File: config.mk
export PLATFORM = sky130hd
export DESIGN_NAME = gpio_bus_arbiter_flat
export DESIGN_NICKNAME = d
export VERILOG_FILES = /design/src/rtl/gpio_bus_arbiter_pkg.sv /design/src/rtl/gpio_bus_arbiter_if.sv /design/src/rtl/gpio_bus_arbiter_rr_pick.sv /design/src/rtl/gpio_bus_arbiter.sv /design/src/flat_wrapper.sv
export SDC_FILE = /design/constraint.sdc
export NUM_CORES = 1
export LEC_CHECK = 0
export CORE_MARGIN = 3
export CORE_UTILIZATION = 39
export CTS_CLUSTER_SIZE = 14
export DETAILED_ROUTE_END_ITERATION = 8
export GPL_TIMING_DRIVEN = 0
export PLACE_DENSITY = 0.8
export REMOVE_ABC_BUFFERS = 1
export SYNTH_ARGS = -nofsm -noshare
export SYNTH_HDL_FRONTEND = slang
export SYNTH_SLANG_ARGS = --single-unit
File: constraint.sdc
create_clock -name clk -period 1.9 [get_ports clk]
set_input_delay 0.57 -clock clk [delete_from_list [all_inputs] [get_ports clk]]
set_output_delay 0.57 -clock clk [all_outputs]
set_load 0.05 [all_outputs]
File: src/rtl/gpio_bus_arbiter_pkg.sv
// Shared constants, types and helpers for the GPIO memory arbiter.
// Latency: n/a (declarations only).
// Backpressure: n/a.
package gpio_bus_arbiter_pkg;

    localparam int AW = 9;
    localparam int DW = 8;

    // GPIO memory map (top of the 512-byte space)
    localparam logic [AW-1:0] BTN_ADDR = 9'd503;
    localparam logic [AW-1:0] SW_LO    = 9'd504;
    localparam logic [AW-1:0] SW_HI    = 9'd505;
    localparam logic [AW-1:0] LED_LO   = 9'd506;
    localparam logic [AW-1:0] LED_HI   = 9'd507;
    localparam logic [AW-1:0] DIG0     = 9'd508;
    localparam logic [AW-1:0] DIG3     = 9'd511;

    // Buttons and switches are driven by the board, so writes there are dropped
    localparam logic [AW-1:0] RO_LO = BTN_ADDR;
    localparam logic [AW-1:0] RO_HI = SW_HI;

    typedef enum logic [1:0] {IDLE, ISSUE, DONE} gpio_arb_state_t;

    // Fields captured from the winning requester
    typedef struct packed {
        logic          id;
        logic          we;
        logic [AW-1:0] addr;
        logic [DW-1:0] wdata;
    } acc_t;

    // Unsigned, inclusive check against the read-only input window
    function automatic logic is_ro(input logic [AW-1:0] a);
        return (a >= RO_LO) && (a <= RO_HI);
    endfunction

endpackage

File: src/rtl/gpio_bus_arbiter_if.sv
// Requester handshake and gpiomem port bundle for the GPIO arbiter.
// Latency: n/a (wiring only).
// Backpressure: requesters hold req and fields until gnt.
interface gpio_bus_arbiter_if;
    import gpio_bus_arbiter_pkg::*;

    logic          req0, req1;
    logic          we0, we1;
    logic [AW-1:0] addr0, addr1;
    logic [DW-1:0] wdata0, wdata1;
    logic          gnt0, gnt1;
    logic          done0, done1;
    logic          err0, err1;
    logic [DW-1:0] rdata;
    logic          mem_rw_select;
    logic [AW-1:0] mem_address;
    logic [DW-1:0] mem_data_in;
    logic [DW-1:0] mem_data_out;

    // Arbiter side
    modport slave (
        input  req0, req1, we0, we1, addr0, addr1, wdata0, wdata1, mem_data_out,
        output gnt0, gnt1, done0, done1, err0, err1, rdata,
               mem_rw_select, mem_address, mem_data_in
    );

    // Requester / memory side
    modport master (
        output req0, req1, we0, we1, addr0, addr1, wdata0, wdata1, mem_data_out,
        input  gnt0, gnt1, done0, done1, err0, err1, rdata,
               mem_rw_select, mem_address, mem_data_in
    );

endinterface

File: src/rtl/gpio_bus_arbiter_rr_pick.sv
// Two-way round-robin picker: lone requester wins, ties go to rr_ptr.
// Latency: combinational.
// Backpressure: none; caller decides when the pick is consumed.
module gpio_rr_pick (
    input  logic [1:0] req,
    input  logic       rr_ptr,
    output logic       valid,
    output logic       winner
);

    // Resolve the winner from the request pair and the fairness pointer
    always_comb begin
        valid  = |req;
        winner = (&req) ? rr_ptr : req[1];
    end

endmodule

File: src/rtl/gpio_bus_arbiter.sv
// Round-robin arbiter and IDLE->ISSUE->DONE sequencer for the 512x8 GPIO memory.
// Latency: req seen in IDLE at T -> gnt at T+1 -> done/rdata at T+2; one access per 3 cycles.
// Backpressure: requests are only sampled in IDLE; a losing requester keeps req high.
module gpio_bus_arbiter
    import gpio_bus_arbiter_pkg::*;
(
    input  logic                clk,
    input  logic                reset,
    gpio_bus_arbiter_if.slave   bus
);

    gpio_arb_state_t state, state_nxt;
    acc_t            lat;
    logic            rr_ptr;
    logic [DW-1:0]   rdata_q;
    logic            pick_vld;
    logic            pick_id;
    logic            ro_hit;

    gpio_rr_pick u_pick (
        .req    ({bus.req1, bus.req0}),
        .rr_ptr (rr_ptr),
        .valid  (pick_vld),
        .winner (pick_id)
    );

    assign ro_hit = is_ro(lat.addr);

    // State register; async reset abandons any in-flight access
    always_ff @(posedge clk or posedge reset) begin
        if (reset) state <= IDLE;
        else       state <= state_nxt;
    end

    // Next-state: wait for a request, then one cycle each in ISSUE and DONE
    always_comb begin
        state_nxt = state;
        case (state)
            IDLE:    if (pick_vld) state_nxt = ISSUE;
            ISSUE:   state_nxt = DONE;
            DONE:    state_nxt = IDLE;
            default: state_nxt = IDLE;
        endcase
    end

    // Capture the winner's fields and hand priority to the other requester
    always_ff @(posedge clk or posedge reset) begin
        if (reset) begin
            lat    <= '0;
            rr_ptr <= 1'b0;
        end else if (state == IDLE && pick_vld) begin
            lat.id    <= pick_id;
            lat.we    <= pick_id ? bus.we1    : bus.we0;
            lat.addr  <= pick_id ? bus.addr1  : bus.addr0;
            lat.wdata <= pick_id ? bus.wdata1 : bus.wdata0;
            rr_ptr    <= ~pick_id;
        end
    end

    // Memory output is sampled at the end of ISSUE and held until the next access
    always_ff @(posedge clk or posedge reset) begin
        if (reset)               rdata_q <= '0;
        else if (state == ISSUE) rdata_q <= bus.mem_data_out;
    end

    // Output decode from state and latched fields; strobe only in ISSUE, never into RO window
    always_comb begin
        bus.gnt0          = 1'b0;
        bus.gnt1          = 1'b0;
        bus.done0         = 1'b0;
        bus.done1         = 1'b0;
        bus.err0          = 1'b0;
        bus.err1          = 1'b0;
        bus.mem_rw_select = 1'b0;
        bus.mem_address   = lat.addr;
        bus.mem_data_in   = lat.wdata;
        bus.rdata         = rdata_q;
        case (state)
            ISSUE: begin
                bus.gnt0          = ~lat.id;
                bus.gnt1          =  lat.id;
                bus.mem_rw_select = lat.we & ~ro_hit;
            end
            DONE: begin
                bus.done0 = ~lat.id;
                bus.done1 =  lat.id;
                bus.err0  = ~lat.id & lat.we & ro_hit;
                bus.err1  =  lat.id & lat.we & ro_hit;
            end
            default: ;
        endcase
    end

endmodule

File: src/flat_wrapper.sv
// flat-port wrapper written by rule: the top's interface ports become plain ports
module gpio_bus_arbiter_flat import gpio_bus_arbiter_pkg::*;
  (clk, reset, bus_req0, bus_req1, bus_we0, bus_we1, bus_addr0, bus_addr1, bus_wdata0, bus_wdata1, bus_mem_data_out, bus_gnt0, bus_gnt1, bus_done0, bus_done1, bus_err0, bus_err1, bus_rdata, bus_mem_rw_select, bus_mem_address, bus_mem_data_in);
  gpio_bus_arbiter_if bus_i ();
  input  logic clk;
  input  logic reset;
  input wire logic [$bits(bus_i.req0)-1:0] bus_req0;
  input wire logic [$bits(bus_i.req1)-1:0] bus_req1;
  input wire logic [$bits(bus_i.we0)-1:0] bus_we0;
  input wire logic [$bits(bus_i.we1)-1:0] bus_we1;
  input wire logic [$bits(bus_i.addr0)-1:0] bus_addr0;
  input wire logic [$bits(bus_i.addr1)-1:0] bus_addr1;
  input wire logic [$bits(bus_i.wdata0)-1:0] bus_wdata0;
  input wire logic [$bits(bus_i.wdata1)-1:0] bus_wdata1;
  input wire logic [$bits(bus_i.mem_data_out)-1:0] bus_mem_data_out;
  output wire logic [$bits(bus_i.gnt0)-1:0] bus_gnt0;
  output wire logic [$bits(bus_i.gnt1)-1:0] bus_gnt1;
  output wire logic [$bits(bus_i.done0)-1:0] bus_done0;
  output wire logic [$bits(bus_i.done1)-1:0] bus_done1;
  output wire logic [$bits(bus_i.err0)-1:0] bus_err0;
  output wire logic [$bits(bus_i.err1)-1:0] bus_err1;
  output wire logic [$bits(bus_i.rdata)-1:0] bus_rdata;
  output wire logic [$bits(bus_i.mem_rw_select)-1:0] bus_mem_rw_select;
  output wire logic [$bits(bus_i.mem_address)-1:0] bus_mem_address;
  output wire logic [$bits(bus_i.mem_data_in)-1:0] bus_mem_data_in;
  assign bus_i.req0 = bus_req0;
  assign bus_i.req1 = bus_req1;
  assign bus_i.we0 = bus_we0;
  assign bus_i.we1 = bus_we1;
  assign bus_i.addr0 = bus_addr0;
  assign bus_i.addr1 = bus_addr1;
  assign bus_i.wdata0 = bus_wdata0;
  assign bus_i.wdata1 = bus_wdata1;
  assign bus_i.mem_data_out = bus_mem_data_out;
  assign bus_gnt0 = bus_i.gnt0;
  assign bus_gnt1 = bus_i.gnt1;
  assign bus_done0 = bus_i.done0;
  assign bus_done1 = bus_i.done1;
  assign bus_err0 = bus_i.err0;
  assign bus_err1 = bus_i.err1;
  assign bus_rdata = bus_i.rdata;
  assign bus_mem_rw_select = bus_i.mem_rw_select;
  assign bus_mem_address = bus_i.mem_address;
  assign bus_mem_data_in = bus_i.mem_data_in;
  gpio_bus_arbiter u_core (.clk(clk), .reset(reset), .bus(bus_i));
endmodule
== Yosys cells after proc, flatten, opt, wreduce, memory -nomap -nowiden ==
Cells that the tools add are included.

* Register bits: 30
* Logic and storage cells: 38
* Input bits: 48
* Output and inout bits: 32

* Bitwise gates (word level): 8
* Multiplexer cells: 13
* Eq/ne operators: 3
* $lt $le $gt $ge: 2
* Reduce and logical (&&, ||, !) cells: 5

{| class="wikitable"
|+ Operators by type and width
! kind !! count
|-
| 9-bit greater-or-equal comparator, second input constant || 1
|-
| 9-bit less-or-equal comparator, second input constant || 1
|-
| 1-bit two-way mux || 9
|-
| 9-bit two-way mux || 1
|-
| 8-bit two-way mux || 1
|-
| 1-bit bitwise AND || 5
|-
| 2-bit case mux with 2 select lines || 1
|-
| 1-bit NOT || 3
|-
| 2-bit by 1-bit == test with 1-bit output, second input constant || 1
|-
| 2-bit == test, second input constant || 1
|-
| 1-bit logical AND || 2
|-
| 2-bit logical NOT || 1
|-
| 2-bit two-way mux || 1
|-
| 2-bit by 1-bit != test with 1-bit output, second input constant || 1
|-
| 2-bit AND reduction || 1
|-
| 2-bit OR reduction || 1
|}

== Logic depth before layout (Yosys ltp) ==
* Depth in word-level cells: 5
* Depth in mapped cells: 6
* Depth with buffers taken out: 4

== Modules after synthesis ==
From an unflattened synthesis, not the netlist that was laid out.

* Cells, all modules: 156
* Area total of the unflattened synthesis: 1547.7 sq um

{| class="wikitable"
|+ Modules (own cells, without submodules)
! module !! times used !! seq. area each (sq um) !! area each (sq um) !! cells each
|-
| gpio_bus_arbiter || 1 || 750.7 || 1530.2 || 153
|-
| gpio_rr_pick || 1 || 0.0 || 17.5 || 3
|}

== Worst setup path before layout ==
Ideal clock, no wire load.

* Path kind: flip-flop to output port
* From: register u_core.state[0]
* To: output port bus_err0
* Stages on the path, launching flop included: 3
* Data arrival time: 2.259 ns
* Data required time: 1.330 ns
* Slack: -0.929 ns
* Buffers on the path: 0
* Cells stage by stage: dfrtp_1 -> nor3b_1 -> and4b_1

* Longest elaborated chain between the ends: 2

{| class="wikitable"
|+ RTL lines
! item !! line !! RTL
|-
| start: declaration || gpio_bus_arbiter.sv:12 || <nowiki>gpio_arb_state_t state, state_nxt;</nowiki>
|-
| start signal: assignment || gpio_bus_arbiter.sv:32 || <nowiki>else state <= state_nxt;</nowiki>
|-
| 2-bit == test || gpio_bus_arbiter.sv:78 || <nowiki>case (state)</nowiki>
|-
| 1-bit two-way mux || gpio_bus_arbiter.sv:78 ||
|-
| end: declaration || flat_wrapper.sv:20 || <nowiki>output wire logic [$bits(bus_i.err0)-1:0] bus_err0;</nowiki>
|}

No other way between the ends.

== Worst setup path after layout ==
* From: register u_core.lat, in the netlist u_core.bus.mem_address[1]
* To: output port bus_err1

* Longest elaborated chain between the ends: 4
* Elaborated cells on any way between the ends: 5
* Those cells by class: order compare (2); mux (1); bitwise (1); reduce/logical (1)

{| class="wikitable"
|+ RTL lines
! item !! line !! RTL
|-
| start: declaration || gpio_bus_arbiter.sv:13 || <nowiki>acc_t lat;</nowiki>
|-
| 9-bit greater-or-equal comparator or 9-bit less-or-equal comparator (tied branches) || gpio_bus_arbiter_pkg.sv:34 || <nowiki>return (a >= RO_LO) && (a <= RO_HI);</nowiki>
|-
| 1-bit logical AND * || gpio_bus_arbiter_pkg.sv:34 ||
|-
| 1-bit bitwise AND * || gpio_bus_arbiter.sv:88 || <nowiki>bus.err1 = lat.id & lat.we & ro_hit;</nowiki>
|-
| 1-bit two-way mux * || gpio_bus_arbiter.sv:78 ||
|-
| end: declaration || flat_wrapper.sv:21 || <nowiki>output wire logic [$bits(bus_i.err1)-1:0] bus_err1;</nowiki>
|}

Every way passes the cells marked *; elsewhere a longest branch is shown, timed or not.

==> report_table.html <==
<table>
<tr><th>Metric</th><th>Value</th></tr>
<tr><th colspan="2">Detailed routing</th></tr>
<tr><td>Iteration count of the initial detailed-routing pass</td><td>4</td></tr>
<tr><td>Count of vias placed by the detailed router</td><td>1373</td></tr>
<tr><td>Vias per std cell</td><td>5.20</td></tr>
<tr><td>Final ANT Viol Nets</td><td>0</td></tr>
<tr><td>Routed wire length per instance</td><td>16.2 µm</td></tr>
<tr><td>Initial DRC Count</td><td>64</td></tr>
<tr><td>DRC violations left</td><td>0</td></tr>
<tr><td>DRT Wirelength</td><td>4290 µm</td></tr>
<tr><th colspan="2">Setup path</th></tr>
<tr><td>Worst Reg-to-Reg Cells</td><td>5</td></tr>
<tr><td>Crit path DAT</td><td>1.44 ns</td></tr>
<tr><td>WS Path Type</td><td>flop to output port</td></tr>
<tr><td>Maximum fanout along the worst path</td><td>4</td></tr>
<tr><td>Sort of element at the end of the critical path</td><td>output port</td></tr>
<tr><td>Required time of the critical path</td><td>1.33 ns</td></tr>
<tr><td>Nature of the critical path startpoint</td><td>flop</td></tr>
<tr><th colspan="2">Timing</th></tr>
<tr><td>Endpoints failing setup</td><td>4</td></tr>
<tr><td>Normalized max-slew margin</td><td>0.263</td></tr>
<tr><td>Transition time of the tightest slew-check pin</td><td>1.10 ns</td></tr>
<tr><td>Final Hold Fails</td><td>0</td></tr>
<tr><td>Minimum clock period after layout</td><td>2.01 ns</td></tr>
<tr><td>Clk_skew</td><td>0.00329 ns</td></tr>
<tr><td>RSZ-0062 raised after global routing</td><td>yes</td></tr>
<tr><td>Final Cycle Share</td><td>1.06</td></tr>
<tr><td>Top achievable clock speed</td><td>498 MHz</td></tr>
<tr><td>Post-Route Setup TNS</td><td>-0.279 ns</td></tr>
<tr><td>Final max-slew violation count</td><td>0</td></tr>
<tr><td>Smallest setup slack after layout</td><td>-0.109 ns</td></tr>
<tr><th colspan="2">Place</th></tr>
<tr><td>Final weighted congestion in routability-driven placement</td><td>0.684</td></tr>
<tr><td>Cells after DPL</td><td>244</td></tr>
<tr><td>IO buf count</td><td>79</td></tr>
<tr><td>Placed standard-cell area</td><td>2180 µm²</td></tr>
<tr><td>HPWL reported at the end of detailed placement</td><td>2990 µm</td></tr>
<tr><th colspan="2">Yosys</th></tr>
<tr><td>Sequential cell area fraction in the yosys report</td><td>0.493</td></tr>
<tr><td>Number of warnings printed during yosys synthesis</td><td>0</td></tr>
<tr><td>Flip-flop and latch count after synthesis</td><td>30</td></tr>
<tr><td>Area share of the leading cell type in the synthesized netlist</td><td>0.493</td></tr>
<tr><td>Distinct cell type count of the synthesized netlist</td><td>24</td></tr>
<tr><td>Post-synthesis instance total</td><td>143</td></tr>
<tr><td>Most area-hungry cell type in the Yosys netlist</td><td>dfrtp_1</td></tr>
<tr><td>Total standard cell area after synthesis</td><td>1520 µm²</td></tr>
<tr><td>Mean instance size in the synthesized netlist</td><td>10.6 µm²</td></tr>
<tr><td>Largest cells by area after synthesis</td><td>dfrtp_1 49%, a221o_1 12%, buf_4 9.4%, o21a_1 8.9%, nand2_1 6.2%</td></tr>
<tr><th colspan="2">Global route</th></tr>
<tr><td>Initial antenna violation count</td><td>0</td></tr>
<tr><td>Met2 track utilization from global routing</td><td>0.335</td></tr>
<tr><td>Number of global-route vias before repair</td><td>1380</td></tr>
<tr><td>Met1 GRT Util</td><td>0.213</td></tr>
<tr><td>Maximum number of pins on one net before global-route repair</td><td>31</td></tr>
<tr><td>Final global-route overflow total</td><td>0</td></tr>
<tr><td>GR peak layer</td><td>met2</td></tr>
<tr><td>Wire length of the first global-routing pass</td><td>6450 µm</td></tr>
<tr><td>Met3 Track Usage GR</td><td>0.0443</td></tr>
<tr><td>Combined global-route utilization of all metal layers</td><td>0.186</td></tr>
<tr><th colspan="2">Cells and area</th></tr>
<tr><td>Post-route cell area</td><td>2360 µm²</td></tr>
<tr><td>Area growth, synth to finish</td><td>55.0%</td></tr>
<tr><td>Core Util, Final</td><td>0.635</td></tr>
<tr><td>Post-layout instance count excluding filler cells</td><td>264</td></tr>
<tr><td>Antenna diodes</td><td>0</td></tr>
<tr><td>Share of final-layout standard cells stronger than drive strength 1</td><td>0.171</td></tr>
<tr><td>Count of nets after finishing</td><td>263</td></tr>
<tr><th colspan="2">Clocking</th></tr>
<tr><td>Number of H-tree levels</td><td>2</td></tr>
<tr><td>Clock transition at the registers of the reported paths</td><td>0.06 ns</td></tr>
<tr><td>Post-cts hold buffer count</td><td>0</td></tr>
<tr><td>Cts bufs inserted</td><td>5</td></tr>
<tr><td>Clock tree from TritonCTS</td><td>yes</td></tr>
<tr><td>Clock Root Buffer</td><td>clkbuf_8</td></tr>
<tr><td>Maximum clock path buffer count</td><td>2</td></tr>
<tr><td>Number of sinks driven by the clock tree</td><td>30</td></tr>
<tr><td>Clock latency at the later pin of the worst-skew pair</td><td>0.27 ns</td></tr>
<tr><th colspan="2">Floorplan</th></tr>
<tr><td>Row cnt</td><td>22</td></tr>
<tr><td>IO Pins</td><td>80</td></tr>
<tr><td>Die Area</td><td>4690 µm²</td></tr>
<tr><td>Total core area</td><td>3720 µm²</td></tr>
<tr><td>Die H</td><td>68.5 µm</td></tr>
<tr><td>Starting density of the core</td><td>0.409</td></tr>
<tr><td>Width of the die</td><td>68.5 µm</td></tr>
<tr><th colspan="2">Flow run</th></tr>
<tr><td>Count of maximum capacitance violations</td><td>0</td></tr>
<tr><th colspan="2">Pwr</th></tr>
<tr><td>Internal Dissipation</td><td>0.00224 W</td></tr>
<tr><td>Sequential power share</td><td>0.265</td></tr>
<tr><td>Power share of the clock group</td><td>0.116</td></tr>
<tr><td>Part of the total power dissipated in combinational logic</td><td>0.619</td></tr>
<tr><td>Switching share of power</td><td>0.493</td></tr>
<tr><td>Static leakage</td><td>1.15 nW</td></tr>
<tr><td>Cell Pwr Density</td><td>1880 nW/µm²</td></tr>
<tr><td>Worst voltage drop across the vdd grid</td><td>954 µV</td></tr>
<tr><td>Total net switching power</td><td>0.00218 W</td></tr>
<tr><td>Power, Total</td><td>0.00443 W</td></tr>
<tr><th colspan="2">Outcome</th></tr>
<tr><td>Failing checks</td><td>setup timing</td></tr>
<tr><td>Result of the run</td><td>finished, violations left</td></tr>
<tr><th colspan="2">Worst hold path</th></tr>
<tr><td>Path class of the lowest-slack min-delay path</td><td>flop to flop</td></tr>
<tr><td>Hold-critical path depth</td><td>2</td></tr>
</table>
cell type report:
| type | instances | area [µm²] |
|---|---|---|
| Clock buffer | 7 | 86.3 |
| Clock inverter | 1 | 5.00 |
| Fill cell | 327 | 1360 |
| Inverter | 3 | 16.3 |
| Multi-Input combinational cell | 84 | 591 |
| Sequential cell | 30 | 751 |
| Tap cell | 48 | 60.1 |
| Timing Repair Buffer | 91 | 850 |
stage by stage:
stage	hold WS (ns)	setup WS (ns)
floorplan	0.464	-0.929
global placement	0.457	-0.690
detailed placement	0.461	-0.711
CTS	0.471	-0.106
global route	0.514	-0.166
finish	0.472	-0.109
worst paths after layout:
kind	from	slack, ns	end
setup / recovery	u_core.bus.mem_address[1]	-0.11	bus_err1
hold / removal	u_core.bus.rdata[2]	0.47	u_core.bus.rdata[2]
setup reg to reg	u_core.state[0]	0.05	u_core.bus.mem_data_in[7]
hold reg to reg	u_core.bus.rdata[2]	0.47	u_core.bus.rdata[2]
max in group asynchronous	reset	0.34	u_core.lat[17]
min in group asynchronous	reset	0.90	u_core.bus.rdata[6]
cell families after synthesis:
group                  count (synthesis)  synth area share
flip-flops                            30             0.493
AND/OR/NAND/NOR                       43             0.141
buffers and inverters                 29             0.135
AO/OA/AOI/OAI                         41             0.230
worst max-delay path, cell delays in order, from the launching register on:
cell     delay (ns)
dfrtp_1        0.41
and4b_1        0.20
a21oi_2        0.16
and4b_1        0.24
buf_6          0.16
metal layers:
metal | share of wire | routed length [µm]
met1 | 0.40 | 1720
met2 | 0.51 | 2180
met3 | 0.082 | 351
met4 | 0.0098 | 42
met5 | 0 | 0
cell usage after synthesis:
cell type	count
nand3_1	1
nand2_1	25
or2_1	1
nor2_2	1
o211a_1	1
o21ai_0	1
buf_6	1
nor2_1	3
buf_8	1
buf_2	5
and2_1	1
dfrtp_1	30
o21a_1	18
and3b_2	1
a21o_1	2
nand2b_1	1
a221o_1	18
or2b_1	1
nor3b_1	1
and3_1	4
and4b_1	3
a21oi_1	1
inv_1	3
buf_4	19
cells in the final DEF, fill, tap and decap left out, drive strengths merged, types with 2 or more instances in the layout:
master          n
o21a           18
nand2          25
and4b           3
a21o            2
dlygate4sd2    25
nor2            4
inv             2
clkdlybuf4s50  47
clkbuf          7
and3            4
a221o          18
clkinv          2
dfrtp          30
buf            19
registers in the layout, indices dropped and copies added, names as in the netlist:
signal                  flops
u_core.bus.mem_address      9
u_core.bus.mem_data_in      8
u_core.bus.rdata            8
u_core.lat                  2
u_core.state                2
u_core.rr_ptr               1
repair_timing:
item	4_1_cts	5_1_grt
pin swaps	2	0
cloned	0	0
buffers inserted	6	6
setup endpoints to repair	32	25
resized for setup	72	13
power groups by stage:
stage	sequential, W	clock (W)	combinational, W
final	0.00117	0.000514	0.00274
after global routing	0.00122	0.000558	0.00293
after CTS	0.00116	0.000523	0.00262
after detailed placement	0.00119	0	0.00266
after global placement	0.00116	0	0.00261
after floorplan	0.00205	0	0.000881
Power figures use the tool's default switching activity.
